<file path="config.mk">
export PLATFORM = sky130hd
export DESIGN_NAME = cordic_input_stage
export DESIGN_NICKNAME = d
export VERILOG_FILES = /design/src/rtl/cordic_input_stage.sv
export SDC_FILE = /design/constraint.sdc
export NUM_CORES = 1
export LEC_CHECK = 0
export ABC_CLOCK_PERIOD_IN_PS = 1700
export CAP_MARGIN = 20
export CELL_PAD_IN_SITES_DETAIL_PLACEMENT = 0
export CELL_PAD_IN_SITES_GLOBAL_PLACEMENT = 2
export CORE_MARGIN = 1.5
export CORE_UTILIZATION = 30
export DETAILED_ROUTE_END_ITERATION = 12
export HOLD_SLACK_MARGIN = 0.1
export PLACE_DENSITY = 0.75
export SKIP_LAST_GASP = 1
export SLEW_MARGIN = 20
export SYNTH_ARGS = -nofsm -noshare
export SYNTH_HDL_FRONTEND = slang
export SYNTH_SLANG_ARGS = --single-unit
</file>
<file path="constraint.sdc">
create_clock -name clock -period 1.7 [get_ports clock]
set_clock_uncertainty 0.05 [all_clocks]
set_input_delay 0.34 -clock clock [delete_from_list [all_inputs] [get_ports clock]]
set_output_delay 0.34 -clock clock [all_outputs]
set_load 0.03 [all_outputs]
</file>
<file path="src/rtl/cordic_input_stage.sv">
// cordic_input_stage: pin synchronizer, settle filter and one-shot operand
// issue (valid/ready handshake) in front of the CORDIC core. The core's
// done pulse gates the next issue.
module cordic_input_stage #(
  parameter int IN_W          = 10,
  parameter int OP_W          = 16,
  parameter int SETTLE_CYCLES = 4
) (
  input  logic            clock,
  input  logic            reset,
  input  logic [IN_W-1:0] pin_val,
  input  logic            pin_mode,
  output logic            op_valid,
  input  logic            op_ready,
  output logic [OP_W-1:0] op_angle,
  output logic            op_mode,
  input  logic            core_done,
  output logic            busy
);

  // Synchronized word is {mode, value}: a mode-only change is a new value.
  localparam int SW    = IN_W + 1;
  localparam int PAD_W = OP_W - IN_W;
  localparam int CNT_W = $clog2(SETTLE_CYCLES + 1);
  localparam logic [CNT_W-1:0] CNT_MAX = CNT_W'(SETTLE_CYCLES);

  typedef enum logic [1:0] {
    ST_IDLE  = 2'd0,
    ST_ISSUE = 2'd1,
    ST_WAIT  = 2'd2
  } state_t;

  logic [SW-1:0]    w_pins;
  logic [SW-1:0]    w_sync1;
  logic [SW-1:0]    w_sync2;
  logic [CNT_W-1:0] r_stab_cnt;
  logic [SW-1:0]    r_last_issued;
  logic             r_first;
  logic [OP_W-1:0]  r_op_angle;
  logic             r_op_mode;
  state_t           r_state;
  state_t           w_state_next;
  logic             w_stable;
  logic             w_new_value;
  logic             w_load;
  logic             w_accept;
  logic             w_op_valid;
  logic             w_busy;
  logic [OP_W-1:0]  w_angle;

  assign w_pins = {pin_mode, pin_val};

  genvar gi;
  generate
    for (gi = 0; gi < SW; gi++) begin : g_sync
      logic r_meta;
      logic r_stable;
      // Two-flop synchronizer for one pin bit.
      always_ff @(posedge clock) begin
        if (reset) begin
          r_meta   <= 1'b0;
          r_stable <= 1'b0;
        end else begin
          r_meta   <= w_pins[gi];
          r_stable <= r_meta;
        end
      end
      assign w_sync1[gi] = r_meta;
      assign w_sync2[gi] = r_stable;
    end
  endgenerate

  // Settle counter: restarts whenever the two sync stages disagree,
  // saturates once the value has been steady long enough. Runs in all states.
  always_ff @(posedge clock) begin
    if (reset) begin
      r_stab_cnt <= '0;
    end else if (w_sync1 != w_sync2) begin
      r_stab_cnt <= '0;
    end else if (r_stab_cnt != CNT_MAX) begin
      r_stab_cnt <= r_stab_cnt + 1'b1;
    end
  end

  assign w_stable    = (r_stab_cnt == CNT_MAX);
  assign w_new_value = r_first || (w_sync2 != r_last_issued);
  // Appending zeros below the two's complement value keeps its sign.
  assign w_angle     = {w_sync2[IN_W-1:0], {PAD_W{1'b0}}};

  // FSM state register.
  always_ff @(posedge clock) begin
    if (reset) begin
      r_state <= ST_IDLE;
    end else begin
      r_state <= w_state_next;
    end
  end

  // Next-state and Moore outputs; done/ready outside their states are ignored.
  always_comb begin
    w_state_next = r_state;
    w_load       = 1'b0;
    w_accept     = 1'b0;
    w_op_valid   = 1'b0;
    w_busy       = 1'b0;
    case (r_state)
      ST_IDLE: begin
        if (w_stable && w_new_value) begin
          w_state_next = ST_ISSUE;
          w_load       = 1'b1;
        end
      end
      ST_ISSUE: begin
        w_op_valid = 1'b1;
        w_busy     = 1'b1;
        if (op_ready) begin
          w_state_next = ST_WAIT;
          w_accept     = 1'b1;
        end
      end
      ST_WAIT: begin
        w_busy = 1'b1;
        if (core_done) begin
          w_state_next = ST_IDLE;
        end
      end
      default: begin
        w_state_next = ST_IDLE;
      end
    endcase
  end

  // Operand capture on issue; held through ISSUE regardless of pin activity.
  always_ff @(posedge clock) begin
    if (reset) begin
      r_op_angle <= '0;
      r_op_mode  <= 1'b0;
    end else if (w_load) begin
      r_op_angle <= w_angle;
      r_op_mode  <= w_sync2[IN_W];
    end
  end

  // Remember what the core accepted so the same stable value is not re-issued.
  always_ff @(posedge clock) begin
    if (reset) begin
      r_last_issued <= '0;
      r_first       <= 1'b1;
    end else if (w_accept) begin
      r_last_issued <= {r_op_mode, r_op_angle[OP_W-1 -: IN_W]};
      r_first       <= 1'b0;
    end
  end

  assign op_valid = w_op_valid;
  assign busy     = w_busy;
  assign op_angle = r_op_angle;
  assign op_mode  = r_op_mode;

endmodule
</file>
==> flow_summary.yaml, run 1 <==
power:
  ir_worst_vdd_uv: 362
  leakagePower_uw: 0.00116
  p_per_area_mw_per_mm2: 880
synth:
  synthArstFlopShare_pct: 0
  synth_top_area_cell: "dfxtp_1"
  ys_ff_latch: 50
  synth-simple-area-share_pct: 23.6
  avgSynthCellArea_um2: 9.49
  ys_types: 24
  synthTopCellsByCount: "dfxtp_1 (50), nand2_1 (26), nand2b_1 (23)"
  synth_ff_type: "dfxtp_1"
  synthAdderAreaFrac_pct: 3.00
  synth_most_common_cell: "dfxtp_1"
  synth_area_mm2: 0.00209
  synth_xor_area_share_pct: 9.65
  synth_top_area_share_pct: 48.0
  synth-compound-area-share_pct: 4.26
  synth_edf_count: 0
  ys_seq_area_share_pct: 48.0
  yosys-top-cells-area: "dfxtp_1 (48%), xor2_1 (9.2%), nand2b_1 (6.9%)"
  synth_top_family_by_area: "simple AND/OR/NAND/NOR gates"
  synthMuxAreaShare_pct: 5.76
  syn_inst: 220
  yosys_warnings: 0
floorplanning:
  coreArea_mm2: 0.00676
  dieArea_mm2: 0.00747
  die_w_um: 86.4
  die_h_um: 86.4
  fp-row-count: 30
  start_util_pct: 30.9
  ioPinCount: 34
clock_network:
  h-tree-depth: 2
  cts.sinks: 50
  cts_root_buffer: "clkbuf_8"
  clock_latency_ns: 0.30
  cts_tree: "built"
  numCtsBuffers: 5
  cts_hold_buf: 0
  clkTransAtPathRegs_ns: 0.09
  clockBufferDepth: 2
timing:
  rsz0062_at_grt: "false"
  period_share_pct: 92.5
  final_max_slew_viol_count: 0
  final_hold_viol_count: 0
  holdWs_ns: 0.419
  setup_violations: 0
  period_needed_ns: 1.57
  fmax_ghz: 0.636
grt:
  overflow: 0
  grt_pass1_vias: 1340
  grt_max_degree: 36
  grt_pass1_wl_mm: 6.77
  antenna_found_initial: 0
  track_usage_pct: 12.0
layout:
  drive_gt1_share_pct: 13.1
  fillers: 702
  final_cell_count_no_fill: 347
  syn2layout_area_growth_pct: 29.3
  num_antenna_cells: 0
  final_nets: 286
critical_path:
  startpoint: "r_state[0]"
  start_kind: "register"
  reg2reg_from: "g_sync[2].r_stable"
  timing.rr.end: "op_angle[14]"
  critPathArrivalTime_ns: 1.18
  required_ns: 1.31
  worstRegToRegCells: 6
  r2r_slack_ns: 0.13
  critPathCaptureType: "primary output"
  path_max_fanout: 3
  crit_type: "reg -> out"
detailed_routing:
  drc: 0
  drt-total-wl_mm: 4.01
  first_iter_violations: 119
  dr_total_vias: 1454
  drt_pass1_iterations: 4
  ant_nets: 0
  wl_per_cell_um: 11.6
  viasPerCell: 4.19
place:
  port_buffers: 27
  gp_congestion: 0.732
  place_hpwl_mm: 2.96
  dp.cells: 337
status:
  status: "completed"
worst_hold_path:
  whs_endpoint: "r_last_issued[3]"
  min_from: "r_last_issued[3]"
  hold_path_depth: 2
  min_path_type: "reg -> reg"
flow_run:
  drv_cap: 0
## placed cells by master, fill, tap and decap left out, types with 2 or more instances in the layout
master / synthesis / layout
dfxtp_1: 50 / 50
inv_1: 7 / 7
nand2b_1: 23 / 23
a21oi_1: 14 / 14
buf_4: 6 / 23
mux2i_1: 12 / 12
nor2b_1: 22 / 22
ha_1: 5 / 5
clkdlybuf4s50_1: 0 / 14
nand2_1: 26 / 26
nand3_1: 3 / 3
dlygate4sd2_1: 0 / 11
clkbuf_8: 0 / 6
bufinv_16: 0 / 2
nor2_1: 5 / 5
nor4_1: 6 / 5
xor2_1: 22 / 22
conb_1: 1 / 6
nor3_1: 2 / 2
## routing by layer
layer / vias up / track usage, % / routed length (um)
met5: - / 0 / 0
met4: 0 / 4.84 / 38
met1: 645 / 17.7 / 2130
met3: 2 / 3.24 / 161
met2: 27 / 16.3 / 1680
li1: 780 / - / -
## repair_timing
item	CTS	global route
endpoints found under the setup margin	22	2
pin swaps	0	2
buffers inserted	2	0
gates resized for setup	11	3
## state kept, by name (all words and copies together), names as in the netlist
signal           cells
g_sync.r_meta       11
g_sync.r_stable     11
op_angle            10
op_mode              1
r_first              1
r_last_issued       11
r_stab_cnt           3
r_state              2
## per-stage QoR
stage                     setup WS [ns]  area, um2  setup TNS, ns  utilization (%)  power [uW]
after floorplan                   0.188       2110              0                -        1340
after global placement          -0.0816       2540         -0.890             37.6        1390
after detailed placement         -0.144       2540          -1.21             37.6        1390
after CTS                       0.00792       2690              0             39.8        2410
after global routing             0.0200       2700              0             39.9        2470
final                             0.127       2700              0             39.9        2370
## worst max-delay path, stage by stage (launching register included)
cell	delay, ns
dfxtp_1	0.36
inv_1	0.07
ha_1	0.29
buf_4	0.17
## final cells by class
class / count / area, um2 / share of cell area [%]
multi-input cells: 153 / 998 / 37.0
well taps: 80 / 100 / 3.71
flip-flops and latches: 50 / 1000 / 37.1
repair buffers: 49 / 429 / 15.9
clock buffers: 6 / 82.6 / 3.06
inverters: 7 / 26.3 / 0.974
clock inverters: 2 / 60.1 / 2.23
## logic make-up (layout without fill, tap and decap cells)
| logic type | after synthesis | count (layout) |
|---|---|---|
| other | 1 | 6 |
| flip-flops | 50 | 50 |
| AO/OA/AOI/OAI | 17 | 17 |
| XOR/XNOR | 23 | 23 |
| adder cells (fa/ha/maj) | 5 | 5 |
| buffers and inverters | 22 | 64 |
| multiplexers | 12 | 12 |
| AND/OR/NAND/NOR | 90 | 90 |
## where the power goes
part	switching [uW]	leakage, uW	total [uW]	internal, uW
clock network	380	0.0000714	1010	627
registers	14.6	0.000407	1210	1200
logic	71.5	0.000681	156	84.4
## worst max-delay path by stage
stage                              endpoint  slack [ns]  depth (start not counted)
after floorplan           r_last_issued[10]        0.19                          6
after global placement          op_angle[6]       -0.08                          5
after detailed placement       op_angle[14]       -0.14                          5
after CTS                        r_state[1]       0.008                          6
after global routing          r_stab_cnt[2]        0.02                          5
final                                  busy        0.13                          3
(Power assumes the default switching activity.)
==> inputs of run 2 (changes only) <==
--- a/config.mk
+++ b/config.mk
@@ -10,10 +10,10 @@
 export CELL_PAD_IN_SITES_DETAIL_PLACEMENT = 0
 export CELL_PAD_IN_SITES_GLOBAL_PLACEMENT = 2
 export CORE_MARGIN = 1.5
-export CORE_UTILIZATION = 30
+export CORE_UTILIZATION = 32
 export DETAILED_ROUTE_END_ITERATION = 12
 export HOLD_SLACK_MARGIN = 0.1
-export PLACE_DENSITY = 0.75
+export PLACE_DENSITY = 0.79
 export SKIP_LAST_GASP = 1
 export SLEW_MARGIN = 20
 export SYNTH_ARGS = -nofsm -noshare
==> flow_summary.yaml, run 2 (same netlist as run 1, synthesis figures left out) <==
status:
  status: "completed"
power:
  p_per_area_mw_per_mm2: 791
  p_total_uw: 2080
  power_frac_seq_pct: 58.1
  internal-power_uw: 1610
  leakagePower_uw: 0.00113
  ir_worst_vdd_uv: 394
  p_clk_share_pct: 34.5
  p_sw_uw: 476
  comb_power_share_pct: 7.4
  power_switching_share_pct: 22.8
floorplanning:
  coreArea_mm2: 0.00631
  dieArea_mm2: 0.00702
  fp-row-count: 29
  die_w_um: 83.8
  die_h_um: 83.8
  start_util_pct: 33.1
  ioPinCount: 34
layout:
  final_cell_count_no_fill: 343
  fillers: 662
  syn2layout_area_growth_pct: 26.1
  num_antenna_cells: 0
  final_cell_mix: "dfxtp_1 (50), nand2_1 (26), nand2b_1 (23)"
  layout_commonest_cell: "dfxtp_1"
  drive_gt1_share_pct: 12.8
  final_nets: 285
  reg_top3: "g_sync.r_meta (11), g_sync.r_stable (11), r_last_issued (11)"
detailed_routing:
  first_iter_violations: 65
  ant_nets: 0
  drc: 0
  drt_pass1_iterations: 3
  dr_total_vias: 1442
  drt-total-wl_mm: 3.98
  viasPerCell: 4.20
  wl_per_cell_um: 11.6
place:
  port_buffers: 27
  dp.cells: 334
  place_hpwl_mm: 2.90
  gp_congestion: 0.698
timing:
  setup_violations: 0
  period_needed_ns: 1.57
  rsz0062_at_grt: "false"
  fmax_ghz: 0.636
  timing.setup.tns_ns: 0
  period_share_pct: 92.5
  final_max_slew_viol_count: 0
  final_hold_viol_count: 0
grt:
  track_usage_pct: 12.1
  gr-usage-met3_pct: 2.97
  grt_max_degree: 40
  grt_pass1_wl_mm: 6.66
  grt_pass1_vias: 1359
  busiest_layer: "met2"
  overflow: 0
  use_met1_pct: 17.1
  met2_usage_pct: 17.6
  antenna_found_initial: 0
critical_path:
  crit_type: "reg -> reg"
  crit_slowest_cell: "dfxtp_1"
  max_stage_delay_ns: 0.32
  critPathArrivalTime_ns: 1.76
  path_max_fanout: 2
  required_ns: 1.88
  start_kind: "register"
  cp_cell_sequence: "xor2_1, nor4_2, nand3_1, buf_4, o21ai_1, mux2i_1"
  critPathCaptureType: "register"
clock_network:
  clock_latency_ns: 0.31
  numCtsBuffers: 5
  cts_tree: "built"
  h-tree-depth: 2
  clockBufferDepth: 2
  cts.sinks: 50
  clkTransAtPathRegs_ns: 0.10
  cts_root_buffer: "clkbuf_8"
flow_run:
  drv_cap: 0
worst_hold_path:
  min_path_type: "in -> reg"
==> run 2: changes by cell type in the layout (fill, tap and decap cells not counted), sizes merged <==
cell	change
clkbuf	+1
clkinv	+1
bufinv	-2
clkdlybuf4s50	-1
==> run 2: per-layer routing <==
metal  share of wire (%)  wire, um
met4                 1.4        57
met3                 2.8       110
met1                  51      2030
met5                   0         0
met2                  45      1780
==> run 2: worst paths after layout <==
| check | from | cells after the start | slack [ns] | endpoint |
|---|---|---|---|---|
| setup reg to reg | g_sync[9].r_stable | 6 | 0.13 | r_state[1] |
| hold reg to reg | op_angle[15] | 2 | 0.42 | r_last_issued[9] |
| hold / removal | reset | 3 | 0.40 | r_last_issued[6] |
| setup / recovery | g_sync[9].r_stable | 6 | 0.13 | r_state[1] |
==> run 2: per-stage QoR <==
step	setup WS (ns)	hold slack, ns	utilization (%)	cell area, um2
finish	0.128	0.396	41.7	2630
global route	0.00238	0.427	41.7	2630
CTS	0.00662	0.404	41.6	2630
global placement	-0.119	0.384	40.0	2520
floorplan	0.188	0.377	-	2110
detailed placement	-0.110	0.395	40.0	2520
==> run 2: cell type report <==
| type | instances | area (um2) | share of cell area, % |
|---|---|---|---|
| clock inverters | 1 | 5.00 | 0.190 |
| repair buffers | 48 | 417 | 15.8 |
| inverters | 7 | 26.3 | 0.998 |
| well taps | 77 | 96.3 | 3.66 |
| flip-flops and latches | 50 | 1000 | 38.0 |
| multi-input cells | 153 | 1000 | 38.0 |
| clock buffers | 7 | 86.3 | 3.28 |
==> run 2: power groups by stage <==
| stage | Sequential (uW) | Combinational, uW | Clock [uW] |
|---|---|---|---|
| after floorplan | 1240 | 96.7 | 0 |
| after global placement | 1240 | 153 | 0 |
| after detailed placement | 1240 | 153 | 0 |
| after CTS | 1210 | 154 | 739 |
| after global routing | 1210 | 168 | 783 |
| final | 1210 | 153 | 720 |
==> run 2: timing repair <==
| item | CTS | global route |
|---|---|---|
| setup endpoints to repair | 23 | 1 |
| gates cloned | 0 | 0 |
| setup buffers | 1 | 0 |
| hold buffers | 0 | 0 |
| resized for setup | 12 | 2 |
==> run 2: critical path: cells and delay by family (launching register included) <==
| kind | cells | cell delay [ns] |
|---|---|---|
| AO/OA/AOI/OAI | 1 | 0.15 |
| multiplexers | 1 | 0.19 |
| XOR/XNOR | 1 | 0.17 |
| flip-flops | 1 | 0.32 |
| buffers and inverters | 1 | 0.16 |
| AND/OR/NAND/NOR | 2 | 0.46 |
==> inputs of run 3 (changes only) <==
--- a/config.mk
+++ b/config.mk
@@ -11,6 +11,7 @@
 export CELL_PAD_IN_SITES_GLOBAL_PLACEMENT = 2
 export CORE_MARGIN = 1.5
 export CORE_UTILIZATION = 32
+export CTS_CLUSTER_DIAMETER = 150
 export DETAILED_ROUTE_END_ITERATION = 12
 export HOLD_SLACK_MARGIN = 0.1
 export PLACE_DENSITY = 0.79
==> results of run 3 <==
No change in the layout: final DEF, timing and power equal those of run 2.
